===== config.mk =====
export PLATFORM = sky130hd
export DESIGN_NAME = sent_rx_edge_timer
export DESIGN_NICKNAME = d
export VERILOG_FILES = /design/src/rtl/sent_rx_edge_timer.sv
export SDC_FILE = /design/constraint.sdc
export NUM_CORES = 1
export LEC_CHECK = 0
export ABC_CLOCK_PERIOD_IN_PS = 1500
export BUFFER_PORTS_ARGS = -buffer_cell sky130_fd_sc_hd__buf_2
export CORE_MARGIN = 2
export CORE_UTILIZATION = 29
export DETAILED_ROUTE_END_ITERATION = 10
export PLACE_DENSITY_LB_ADDON = 0.05
export REMOVE_ABC_BUFFERS = 1
export SLEW_MARGIN = 20
export SYNTH_ARGS = -nofsm -noshare
export SYNTH_HDL_FRONTEND = slang
export SYNTH_SLANG_ARGS = --single-unit

===== constraint.sdc =====
create_clock -name clk_rx -period 1.5 [get_ports clk_rx]
set_input_delay 0.15 -clock clk_rx [delete_from_list [all_inputs] [get_ports clk_rx]]
set_output_delay 0.15 -clock clk_rx [all_outputs]
set_load 0.005 [all_outputs]

===== src/rtl/sent_rx_edge_timer.sv =====
`default_nettype none
// +--------------------------------------------------------------------------+
// | Module      : sent_rx_edge_timer                                         |
// | Description : SENT receiver front end. Synchronizes the raw line,        |
// |               optionally filters glitches, and measures the clk_rx      |
// |               count between consecutive filtered falling edges.         |
// |               Pulses in the calibration window are flagged. An interval |
// |               that saturates the counter is reported as a line timeout. |
// | Option      : define SENT_RX_GLITCH_FILTER_EN to enable the run-length   |
// |               glitch filter. Without it line_o is the registered        |
// |               synchronizer output.                                      |
// | Revision    : 1.0 - initial release                                      |
// +--------------------------------------------------------------------------+
module sent_rx_edge_timer #(
  parameter int SYNC_STAGES = 2,
  parameter int FILTER_LEN  = 3,
  parameter int CNT_W       = 12,
  parameter int CAL_MIN     = 134,
  parameter int CAL_MAX     = 202
) (
  input  logic             clk_rx,
  input  logic             reset_rx,
  input  logic             enable_i,
  input  logic             sent_rx_i,
  output logic             line_o,
  output logic             fall_edge_o,
  output logic             pulse_valid_o,
  output logic [CNT_W-1:0] pulse_len_o,
  output logic             cal_flag_o,
  output logic             timeout_o,
  output logic             frame_active_o
);

  // Measurement states: HUNT waits for a first edge, MEASURE times intervals.
  localparam logic [0:0] c_st_hunt    = 1'b0;
  localparam logic [0:0] c_st_measure = 1'b1;

  localparam logic [CNT_W-1:0] c_cnt_max = {CNT_W{1'b1}};
  localparam logic [CNT_W-1:0] c_cnt_one = CNT_W'(1);
  localparam logic [CNT_W-1:0] c_cal_min = CNT_W'(CAL_MIN);
  localparam logic [CNT_W-1:0] c_cal_max = CNT_W'(CAL_MAX);

  // Elaboration-time sanity checks on the configuration.
  if (SYNC_STAGES < 2) begin : g_bad_sync_stages
    $error("sent_rx_edge_timer: SYNC_STAGES must be at least 2");
  end
  if (FILTER_LEN < 1) begin : g_bad_filter_len
    $error("sent_rx_edge_timer: FILTER_LEN must be at least 1");
  end

  // --------------------------------------------------------------------------
  // Synchronizer
  // --------------------------------------------------------------------------
  logic [SYNC_STAGES-1:0] sync_q;
  logic                   sync_s;

  // Shift the raw line through the synchronizer chain; idles high.
  always_ff @(posedge clk_rx) begin
    if (reset_rx) begin
      sync_q <= {SYNC_STAGES{1'b1}};
    end else begin
      sync_q <= {sync_q[SYNC_STAGES-2:0], sent_rx_i};
    end
  end

  assign sync_s = sync_q[SYNC_STAGES-1];

  // --------------------------------------------------------------------------
  // Line conditioning
  // --------------------------------------------------------------------------
  logic line_q;
  logic line_d;

`ifdef SENT_RX_GLITCH_FILTER_EN
  // Run counter only ever needs to hold 0 .. FILTER_LEN-1: the line flips on
  // the cycle the run would reach FILTER_LEN, which clears it again.
  localparam int               RUN_W      = (FILTER_LEN > 1) ? $clog2(FILTER_LEN) : 1;
  localparam logic [RUN_W-1:0] c_run_last = RUN_W'(FILTER_LEN - 1);

  logic [RUN_W-1:0] run_q;
  logic [RUN_W-1:0] run_d;

  // Accept a new level only after FILTER_LEN consecutive differing samples.
  always_comb begin
    run_d  = '0;
    line_d = line_q;
    if (sync_s != line_q) begin
      if (run_q == c_run_last) begin
        line_d = sync_s;
      end else begin
        run_d = run_q + 1'b1;
      end
    end
  end

  // Register the glitch-filter run length.
  always_ff @(posedge clk_rx) begin
    if (reset_rx) begin
      run_q <= '0;
    end else begin
      run_q <= run_d;
    end
  end
`else
  // Without the filter every synchronized transition is taken directly.
  always_comb begin
    line_d = sync_s;
  end
`endif

  logic fall_q;

  // Register the conditioned line and strobe on its 1->0 transitions, so the
  // strobe coincides with the first cycle line_o reads low.
  always_ff @(posedge clk_rx) begin
    if (reset_rx) begin
      line_q <= 1'b1;
      fall_q <= 1'b0;
    end else begin
      line_q <= line_d;
      fall_q <= line_q & ~line_d;
    end
  end

  // --------------------------------------------------------------------------
  // Interval measurement
  // --------------------------------------------------------------------------
  logic [0:0]       state_q;
  logic [0:0]       state_d;
  logic [CNT_W-1:0] cnt_q;
  logic [CNT_W-1:0] cnt_d;
  logic             valid_q;
  logic             valid_d;
  logic             timeout_q;
  logic             timeout_d;
  logic [CNT_W-1:0] len_q;
  logic [CNT_W-1:0] len_d;
  logic             cal_q;
  logic             cal_d;

  // Next-state logic: disable beats everything, an edge beats saturation.
  // The counter reads 1 in the cycle after an edge, so its value at the next
  // edge is exactly the edge-to-edge distance in clocks.
  always_comb begin
    state_d   = state_q;
    cnt_d     = cnt_q;
    valid_d   = 1'b0;
    timeout_d = 1'b0;
    len_d     = len_q;
    cal_d     = cal_q;
    case (state_q)
      c_st_hunt: begin
        cnt_d = '0;
        if (enable_i && fall_q) begin
          state_d = c_st_measure;
          cnt_d   = c_cnt_one;
        end
      end
      c_st_measure: begin
        if (!enable_i) begin
          // Drop the interval in progress without reporting it.
          state_d = c_st_hunt;
          cnt_d   = '0;
        end else if (fall_q) begin
          valid_d = 1'b1;
          len_d   = cnt_q;
          cal_d   = (cnt_q >= c_cal_min) && (cnt_q <= c_cal_max);
          cnt_d   = c_cnt_one;
        end else if (cnt_q == c_cnt_max) begin
          // Line has been quiet for the full counter range.
          timeout_d = 1'b1;
          state_d   = c_st_hunt;
          cnt_d     = '0;
        end else begin
          cnt_d = cnt_q + 1'b1;
        end
      end
      default: begin
        state_d = c_st_hunt;
        cnt_d   = '0;
      end
    endcase
  end

  // Register measurement state, counter, strobes and the held pulse result.
  always_ff @(posedge clk_rx) begin
    if (reset_rx) begin
      state_q   <= c_st_hunt;
      cnt_q     <= '0;
      valid_q   <= 1'b0;
      timeout_q <= 1'b0;
      len_q     <= '0;
      cal_q     <= 1'b0;
    end else begin
      state_q   <= state_d;
      cnt_q     <= cnt_d;
      valid_q   <= valid_d;
      timeout_q <= timeout_d;
      len_q     <= len_d;
      cal_q     <= cal_d;
    end
  end

  assign line_o         = line_q;
  assign fall_edge_o    = fall_q;
  assign pulse_valid_o  = valid_q;
  assign pulse_len_o    = len_q;
  assign cal_flag_o     = cal_q;
  assign timeout_o      = timeout_q;
  assign frame_active_o = (state_q == c_st_measure);

endmodule
`default_nettype wire


* Word-level counts from Yosys, hierarchy flattened
Index checks and enable logic that the tools add are counted.
** Storage, ports and cells
- Input bits :: 4
- Register bits :: 32
** Cells by class
- Muxes and demuxes :: 12
- Reductions and logical operators :: 5
- Add/subtract/negate cells :: 1
- Equality and inequality tests :: 1
- Magnitude comparators :: 2
- Bitwise operators :: 4
** Operators by type and width (count)
- $mux W12 :: 3
- $pmux W12 S2 :: 1
- $add A12 B1 Y12 const B :: 1
- $eq A12 B12 Y1 const B :: 1
- $ge A12 B8 Y1 const B :: 1
- $le A12 B8 Y1 const B :: 1
- $mux W1 :: 7
- $reduce_or A4 Y1 :: 1
- $not A1 Y1 :: 3
- $reduce_and A3 Y1 :: 1
- $reduce_or A3 Y1 :: 1
- $logic_and A1 B1 Y1 :: 2
- $pmux W1 S2 :: 1
- $and A1 B1 Y1 :: 1

* Depth between registers and ports, before layout
Gate-level depths: netlist of the first run.
- Depth in word-level cells :: 5
- Gate-level depth with buffers :: 7
- Mapped depth without buffers :: 6

* Worst setup path before layout of the first run
No wires, ideal clock.
- Path type :: flip-flop to flip-flop
- From :: register cnt_q[1]
- To :: register cnt_q[6]
- Setup slack :: -16 ps
- Clock period less this slack :: 1516 ps
- Stages on the path, launching flop included :: 8
- Setup time :: 115 ps
- Arrival time :: 1401 ps
- Required time :: 1385 ps
- Cell sequence :: dfxtp_1 -> ha_1 -> and3_1 -> clkbuf_1 -> nand4_1 -> nand2b_1 -> buf_4 -> nor2_2
** Between the ends
- Cells in the longest elaborated chain, start to end :: 5
- Elaborated cells on any way between the ends :: 6
- Classes of those cells :: 1 x add/sub; 1 x eq/ne; 4 x mux
** RTL lines
- start: declaration :: RTL line 130 : logic [CNT_W-1:0] cnt_q;
- start signal: assignment :: RTL line 196 : cnt_q <= cnt_d;
- $add A12 B1 Y12 / $eq A12 B12 Y1 (equally long branches) :: RTL line 175, 169
- $mux W12 * :: RTL line 169 : end else if (cnt_q == c_cnt_max) begin
- $mux W12 * :: RTL line 164 : end else if (fall_q) begin
- $mux W12 * :: RTL line 160 : if (!enable_i) begin
- $pmux W12 S2 * :: RTL line 151 : case (state_q)
Mark *: on every way between the ends. The rest lies on a longest branch, timed or not.
A chain may end at the register's enable or synchronous reset.

* Worst setup path in the final report of the first run
- From :: register cnt_q[7]
- To :: register cnt_q[4]
** Between the ends
- Cells in the longest elaborated chain, start to end :: 5
** RTL lines (RTL line)
- $eq A12 B12 Y1 :: 169
- $mux W12 :: 169
- $mux W12 :: 164
- $mux W12 :: 160
- $pmux W12 S2 :: 151
No other way between the ends.

==> summary.md, run 1 <==
| Metric | Value |
|---|---|
| Rows | 23 |
| Pwr dens | 963 mW/mm² |
| Post-placement cell area | 0.00150 mm² |
| Critical path class | reg -> reg |
| Antenna cells | 0 |
| Initial DRC count | 28 |
| Routed vias | roughly 1100 |
| R2r startpoint | cnt_q[7]$_SDFF_PP0_ |
| Placed cell count | 220 |
| Largest net degree at the start of global routing | 18 |
| Placer congestion estimate | between 0.7 and 0.8 |
| Sw frac | a little over a fifth |
| Core Util, Final | 39.8% |
| DR DRC count | 0 |
| Post-synthesis adder-cell area fraction | around 2% |
| Avg WL per Cell | roughly 13 µm |
| Share of flip-flops with an asynchronous set or reset | 0% |
| Max VDD drop | 0.463 mV |
| Longest Clk Path Bufs | 2 |
| Startpoint Class | flop |
| YS warnings | 0 |
| Combinational power share | 1.5% |
| Die X-Extent | roughly 70 µm |
| Post-synth EDFFs | 0 |
| Commonest non-fill, non-tap cell in the layout | dfxtp_1 |
| Hold Vio Cnt, Final | 0 |
| Drt total wl | about 2.9 mm |
| Max Freq | ~700 MHz |
| Synth Area in Simple Gates | roughly a quarter |
| Via-per-instance ratio | about 4.6 |
| Largest family of logic cells by synthesized area | simple AND/OR/NAND/NOR gates |
| NumNets Final | roughly 180 |
| Measured slew at the worst slew-check pin | slightly below 500 ps |
| Reg power frac | around 55% |
| Slew Limit Fails | 0 |
| Drt pass-1 iters | 3 |
| Hold_sp | sent_rx_i |
| Post-route cell area | 0.00163 mm² |
| R2r setup slk | ~80 ps |
| Clk sink count | 32 |
| Detailed Place HPWL | around 2.0 mm |
| Top_reg_cell synth | dfxtp_1 |
| Initial core utilization | a little under a third |
| Slowest CP cell | dfxtp_1 |
| Die ar. | between 0.004 and 0.005 mm² |
| Register area share after synthesis | 51.2% |
| Final worst-path setup slack | around 80 ps |
| Dpl ws | 8.23 ps |
| Antenna Nets Post-Route | 0 |
| Critical path startpoint | cnt_q[7]$_SDFF_PP0_ |
| Layout cells sized above 1 | about 32% |
| Status | finished clean |
| Clock power share | between 40% and 50% |
| Initial antenna violation count | 0 |
| Setup_tns | 0 ps |
| Vias in the first global route | between 900 and 1000 |
| Hold WS | a little over 40 ps |
| Number of max-cap violations | 0 |
| Overall Power | between 1.5 and 2 mW |
| Mux cell area share after synthesis | 0% |
| Max-slew headroom | between 60% and 70% |
| Mapped Cells | between 100 and 150 |
| CP Capture Type | flop |
| Syn avg cell area | about 9 µm² |
| Commonest non-fill, non-tap cells in the layout | 31 x dfxtp_1, 27 x nand2_1, 21 x buf_2 |
| Crit path DAT | 1600 ps |
| Die Y | approximately 70 µm |
| Worst-path clk slew | around 70 ps |
| Time the worst path needs with I/O delays and setup | between 1000 and 1500 ps |
| Cts bufs inserted | 5 |
| Total core area | between 0.004 and 0.005 mm² |
| P&R area growth vs syn | 30.0% |
| Final Non-Filler Cells | between 200 and 250 |
| Switching power | between 0.3 and 0.4 mW |
| Netlist cell types | 29 |
| Compound-Gate Fraction of Synth Area | about 10% |
| Post-synth top area cell | dfxtp_1 |
| #FFs+latches synth | 32 |
| Post-synthesis xor/xnor area fraction | between 6 and 7% |
| CTS tree | built |
| Req. time, crit path | around 1700 ps |
| PortBufs | 21 |
| Setup Viol. Count Final | 0 |
| Post-cts hold buffer count | 0 |
| Clock root buffer master | clkbuf_8 |
| H-tree Lvls | 2 |
| Worst min-delay path class | in -> reg |
| Worst-path maximum fanout | 8 |
| Synth top area share | between 50% and 60% |
| CP Cell Sequence | buf_4 -> and4_1 -> nand4_1 -> nand2b_1 -> buf_12 -> nor2_2 |
| Leakage power figure | about 0.65 nW |
| Slowest Stage Delay on Critical Path | around 350 ps |
| # IOs | 22 |
| Internal Power | roughly 1.2 mW |
| Total track usage | between 10% and 20% |
| First-pass GRT wire length | approximately 4.7 mm |
| Largest cells by area after synthesis | dfxtp_1 51%, nand2_1 8.1%, a21oi_1 6.0% |
| Clock skew after layout | roughly 3.2 ps |
| Post-route clock period utilization | 94.7% |
| Clk_lat worst skew | 280 ps |
| Post-synth design cell area | about 0.0013 mm² |
| Overflow left after global routing | 0 |
-- synth_stat cells, types with 2 or more instances --
library cell and count:
and4_1 2, xor2_1 6, nand2b_1 2, dfxtp_1 32
a21oi_1 15, xnor2_1 3, nor2_2 8, and3_1 2
nand3_1 5, nor2_1 8, or2_1 3, clkbuf_1 5
ha_1 2, nand2_1 27, nand4_1 3, o21ai_1 3
buf_2 3, inv_1 3
-- final timing paths --
check	to	depth (start not counted)
setup / recovery	cnt_q[4]$_SDFF_PP0_	6
hold / removal	sync_q[0]$_SDFF_PP1_	2
setup reg to reg	cnt_q[4]$_SDFF_PP0_	6
hold reg to reg	sync_q[1]$_SDFF_PP1_	1
-- sequential cells by signal, summed over array words and instances, names as in the netlist --
| signal | cells |
|---|---|
| timeout_o | 1 |
| cal_flag_o | 1 |
| pulse_valid_o | 1 |
| frame_active_o | 1 |
| cnt_q | 12 |
| line_o | 1 |
| sync_q | 2 |
| pulse_len_o | 12 |
| fall_edge_o | 1 |
-- power by group through the flow --
stage / clock network (mW) / registers (mW) / logic, mW
floorplan: 0 / 0.876 / 0.00647
global placement: 0 / 0.876 / 0.0235
detailed placement: 0 / 0.877 / 0.0240
CTS: 0.707 / 0.857 / 0.0241
global route: 0.750 / 0.857 / 0.0265
finish: 0.685 / 0.857 / 0.0233
-- cell type report --
cell class	count	area, µm²
Tap cell	50	62.6
Fill cell	433	2460
Clock buffer	6	82.6
Sequential cell	32	642
Timing Repair Buffer	37	238
Inverter	3	11.3
Clock inverter	2	10.0
Multi-Input combinational cell	99	581
-- cells by family after synthesis --
kind of cell,after synthesis
simple gates,65
flops,32
compound gates,23
buf+inv,12
xor+xnor,9
fa+ha+maj,2
-- critical path, delay by kind of cell, from the launching register on --
| kind | cells | cell delay (ps) |
|---|---|---|
| AND/OR/NAND/NOR | 4 | 690 |
| buffers and inverters | 2 | 280 |
| flip-flops | 1 | 350 |
-- per-layer routing --
| metal | vias to the layer above | wire length (µm) | global-route usage (%) |
|---|---|---|---|
| li1 | 542 | - | - |
| met1 | 495 | 1420 | 15.4 |
| met2 | 21 | 1320 | 19.8 |
| met3 | 2 | 138 | 5.81 |
| met4 | 0 | 20 | 3.85 |
| met5 | - | 0 | 0 |
-- timing repair --
action,CTS,global route
resized for setup,3,3
setup endpoints to repair,8,9
setup buffers,0,1
pin swaps,0,3
No activity file was read; power rests on OpenSTA's default activity.
==> run 2, diff against run 1 <==
Settings changed: CORE_ASPECT_RATIO from default to 1.25.
==> run 2 against run 1 <==
Setup slack gained 9.7 ps. Clock-buffer cell count grew 2. Critical path depth shrank 2. Total power shrank 1.7%. Utilization shrank 0.77 points. Highest routed layer unchanged. Global-route usage grew 0.16 points. Via count shrank 1.2%. Critical endpoint is now cal_flag_o$_SDFFE_PP0P_. Clock skew grew 2.4 ps.
==> summary.md, run 2 (synthesis results as in run 1) <==
| Metric | Value |
|---|---|
| Req. time, crit path | 1710 ps (was 1680 ps) |
| Vias in the first global route | 999 (was 962) |
| R2r setup slk | 90 ps (was 80 ps) |
| DR DRC count | 0 (unchanged) |
| Via-per-instance ratio | 4.47 (was 4.63) |
| Total core area | 0.00413 mm² (was 0.00409 mm²) |
| WHS Path Cells | 2 (unchanged) |
| Layout cells sized above 1 | 31.5% (was 32.4%) |
| Cts bufs inserted | 5 (unchanged) |
| Hold EP | sync_q[0]$_SDFF_PP1_ (unchanged) |
| Rows | 26 (was 23) |
| Hold WS | 58.0 ps (was 40.8 ps) |
| Placer congestion estimate | 0.741 (was 0.772) |
| Multi-input logic area | 568 µm² (was 581 µm²) |
| Largest net degree at the start of global routing | 17 (was 18) |
| Commonest non-fill, non-tap cell in the layout | dfxtp_1 (unchanged) |
| Worst r2r dst | cal_flag_o$_SDFFE_PP0P_ (was cnt_q[4]$_SDFF_PP0_) |
| Post-CTS sizing | 0 (was 3) |
| Commonest non-fill, non-tap cells in the layout | 30 x dfxtp_1, 27 x nand2_1, 21 x buf_2 (was 31 x dfxtp_1, 27 x nand2_1, 21 x buf_2) |
| Clock skew after layout | 5.58 ps (was 3.19 ps) |
| Worst min-delay path class | in -> reg (unchanged) |
| Leakage power figure | 0.642 nW (was 0.653 nW) |
| Filler cells | 461 (was 433) |
| NumNets Final | 183 (was 184) |
| Worst-path maximum fanout | 2 (was 8) |
| Number of max-cap violations | 0 (unchanged) |
| Crit path DAT | 1620 ps (was 1600 ps) |
| Worst-path clk slew | 60 ps (was 70 ps) |
| CP Capture Type | flop (unchanged) |
| Worst reg-to-reg path cell count | 4 (was 6) |
| Setup Viol. Count Final | 0 (unchanged) |
| Post-route cell area | 0.00161 mm² (was 0.00163 mm²) |
| Startpoint Class | flop (unchanged) |
| # IOs | 22 (unchanged) |
| Detailed Place HPWL | 2.08 mm (was 2.04 mm) |
| Pwr dens | 954 mW/mm² (was 963 mW/mm²) |
| Overflow left after global routing | 0 (unchanged) |
| CTS tree | built (unchanged) |
| Post-route clock period utilization | 94.0% (was 94.7%) |
| Post-CTS Repair Setup Buffers | 0 (unchanged) |
| Reg area | 643 µm² (was 642 µm²) |
| Overall Power | 1.54 mW (was 1.57 mW) |
| P&R area growth vs syn | 28.9% (was 30.0%) |
| Clock root buffer master | clkbuf_8 (unchanged) |
| Critical path class | reg -> reg (unchanged) |
| Slew Limit Fails | 0 (unchanged) |
| Post-cts hold buffer count | 0 (unchanged) |
| Clk sink count | 32 (unchanged) |
| Initial DRC count | 33 (was 28) |
| H-tree Lvls | 2 (unchanged) |
| Critical path startpoint | cnt_q[10]$_SDFF_PP0_ (was cnt_q[7]$_SDFF_PP0_) |
| Antenna Nets Post-Route | 0 (unchanged) |
| Die Y | 77.4 µm (was 69.7 µm) |
| First-pass GRT wire length | 4.77 mm (was 4.72 mm) |
| Routed vias | 1047 (was 1060) |
| Die X-Extent | 62.8 µm (was 69.7 µm) |
| Measured slew at the worst slew-check pin | 409 ps (was 482 ps) |
| Post-placement cell area | 0.00151 mm² (was 0.00150 mm²) |
| PortBufs | 21 (unchanged) |
| Antenna cells | 0 (unchanged) |
| Avg WL per Cell | 11.9 µm (was 12.7 µm) |
| Status | finished clean (unchanged) |
| Max VDD drop | 0.397 mV (was 0.463 mV) |
| Longest Clk Path Bufs | 2 (unchanged) |
| Total track usage | 12.8% (was 12.6%) |
| Max-slew headroom | 72.7% (was 67.6%) |
| Initial antenna violation count | 0 (unchanged) |
| Hold Vio Cnt, Final | 0 (unchanged) |
| R2r startpoint | cnt_q[10]$_SDFF_PP0_ (was cnt_q[7]$_SDFF_PP0_) |
| Time the worst path needs with I/O delays and setup | 1410 ps (was 1420 ps) |
| Max Freq | 709 MHz (was 704 MHz) |
| Drt pass-1 iters | 4 (was 3) |
| Die ar. | 0.00486 mm² (about the same) |
| Core Util, Final | 39.0% (was 39.8%) |
| Drt total wl | 2.78 mm (was 2.90 mm) |
| Initial core utilization | 30.3% (was 30.6%) |
| Hold_sp | sent_rx_i (unchanged) |
| Clk_lat worst skew | 270 ps (was 280 ps) |
==> run 2: layout make-up <==
class / instances / share of cell area [%]
inverter: 3 / 0.698
timing repair buffer: 36 / 14.3
multi-input combinational: 99 / 35.2
tap: 56 / 4.34
sequential: 32 / 39.9
clock buffer: 8 / 5.59
==> run 2: stage by stage <==
| step | TNS, ps | setup WS (ps) | std cells |
|---|---|---|---|
| 6_report | 0 | 89.9 | 234 |
| 5_1_grt | -22.5 | -22.5 | 234 |
| 4_1_cts | 0 | 12.9 | 234 |
| 3_5_place_dp | 0 | 36.7 | 226 |
| 3_3_place_gp | 0 | 64.6 | 226 |
| 2_1_floorplan | -104 | -14.9 | 134 |
==> run 2: critical path, cell delays in order, from the launching register on <==
cell       delay (ps)
dfxtp_1           310
or4b_4            530
a2111oi_2         280
o21ai_1           110
a21oi_1           120
==> run 2: worst max path at each step <==
stage                               to  slack [ps]  cells past startpoint
3_3_place_gp   cal_flag_o$_SDFFE_PP0P_          60                      4
4_1_cts        cal_flag_o$_SDFFE_PP0P_          10                      4
6_report       cal_flag_o$_SDFFE_PP0P_          90                      4
3_5_place_dp   cal_flag_o$_SDFFE_PP0P_          40                      4
2_1_floorplan      cnt_q[3]$_SDFF_PP0_         -10                      5
5_1_grt        cal_flag_o$_SDFFE_PP0P_         -20                      4
==> run 2: report_power, final <==
| group | leakage [nW] | switching [mW] | internal (mW) |
|---|---|---|---|
| logic | 0.338 | 0.0138 | 0.00986 |
| registers | 0.259 | 0.00299 | 0.855 |
| clock network | 0.0455 | 0.285 | 0.374 |
==> run 2: per-layer routing <==
| metal | up-vias | GRT usage, % | routed length (µm) |
|---|---|---|---|
| li1 | 541 | - | - |
| met1 | 470 | 15.1 | 1280 |
| met2 | 32 | 20.5 | 1310 |
| met3 | 4 | 4.64 | 136 |
| met4 | 0 | 5.78 | 46 |
| met5 | - | 0 | 0 |
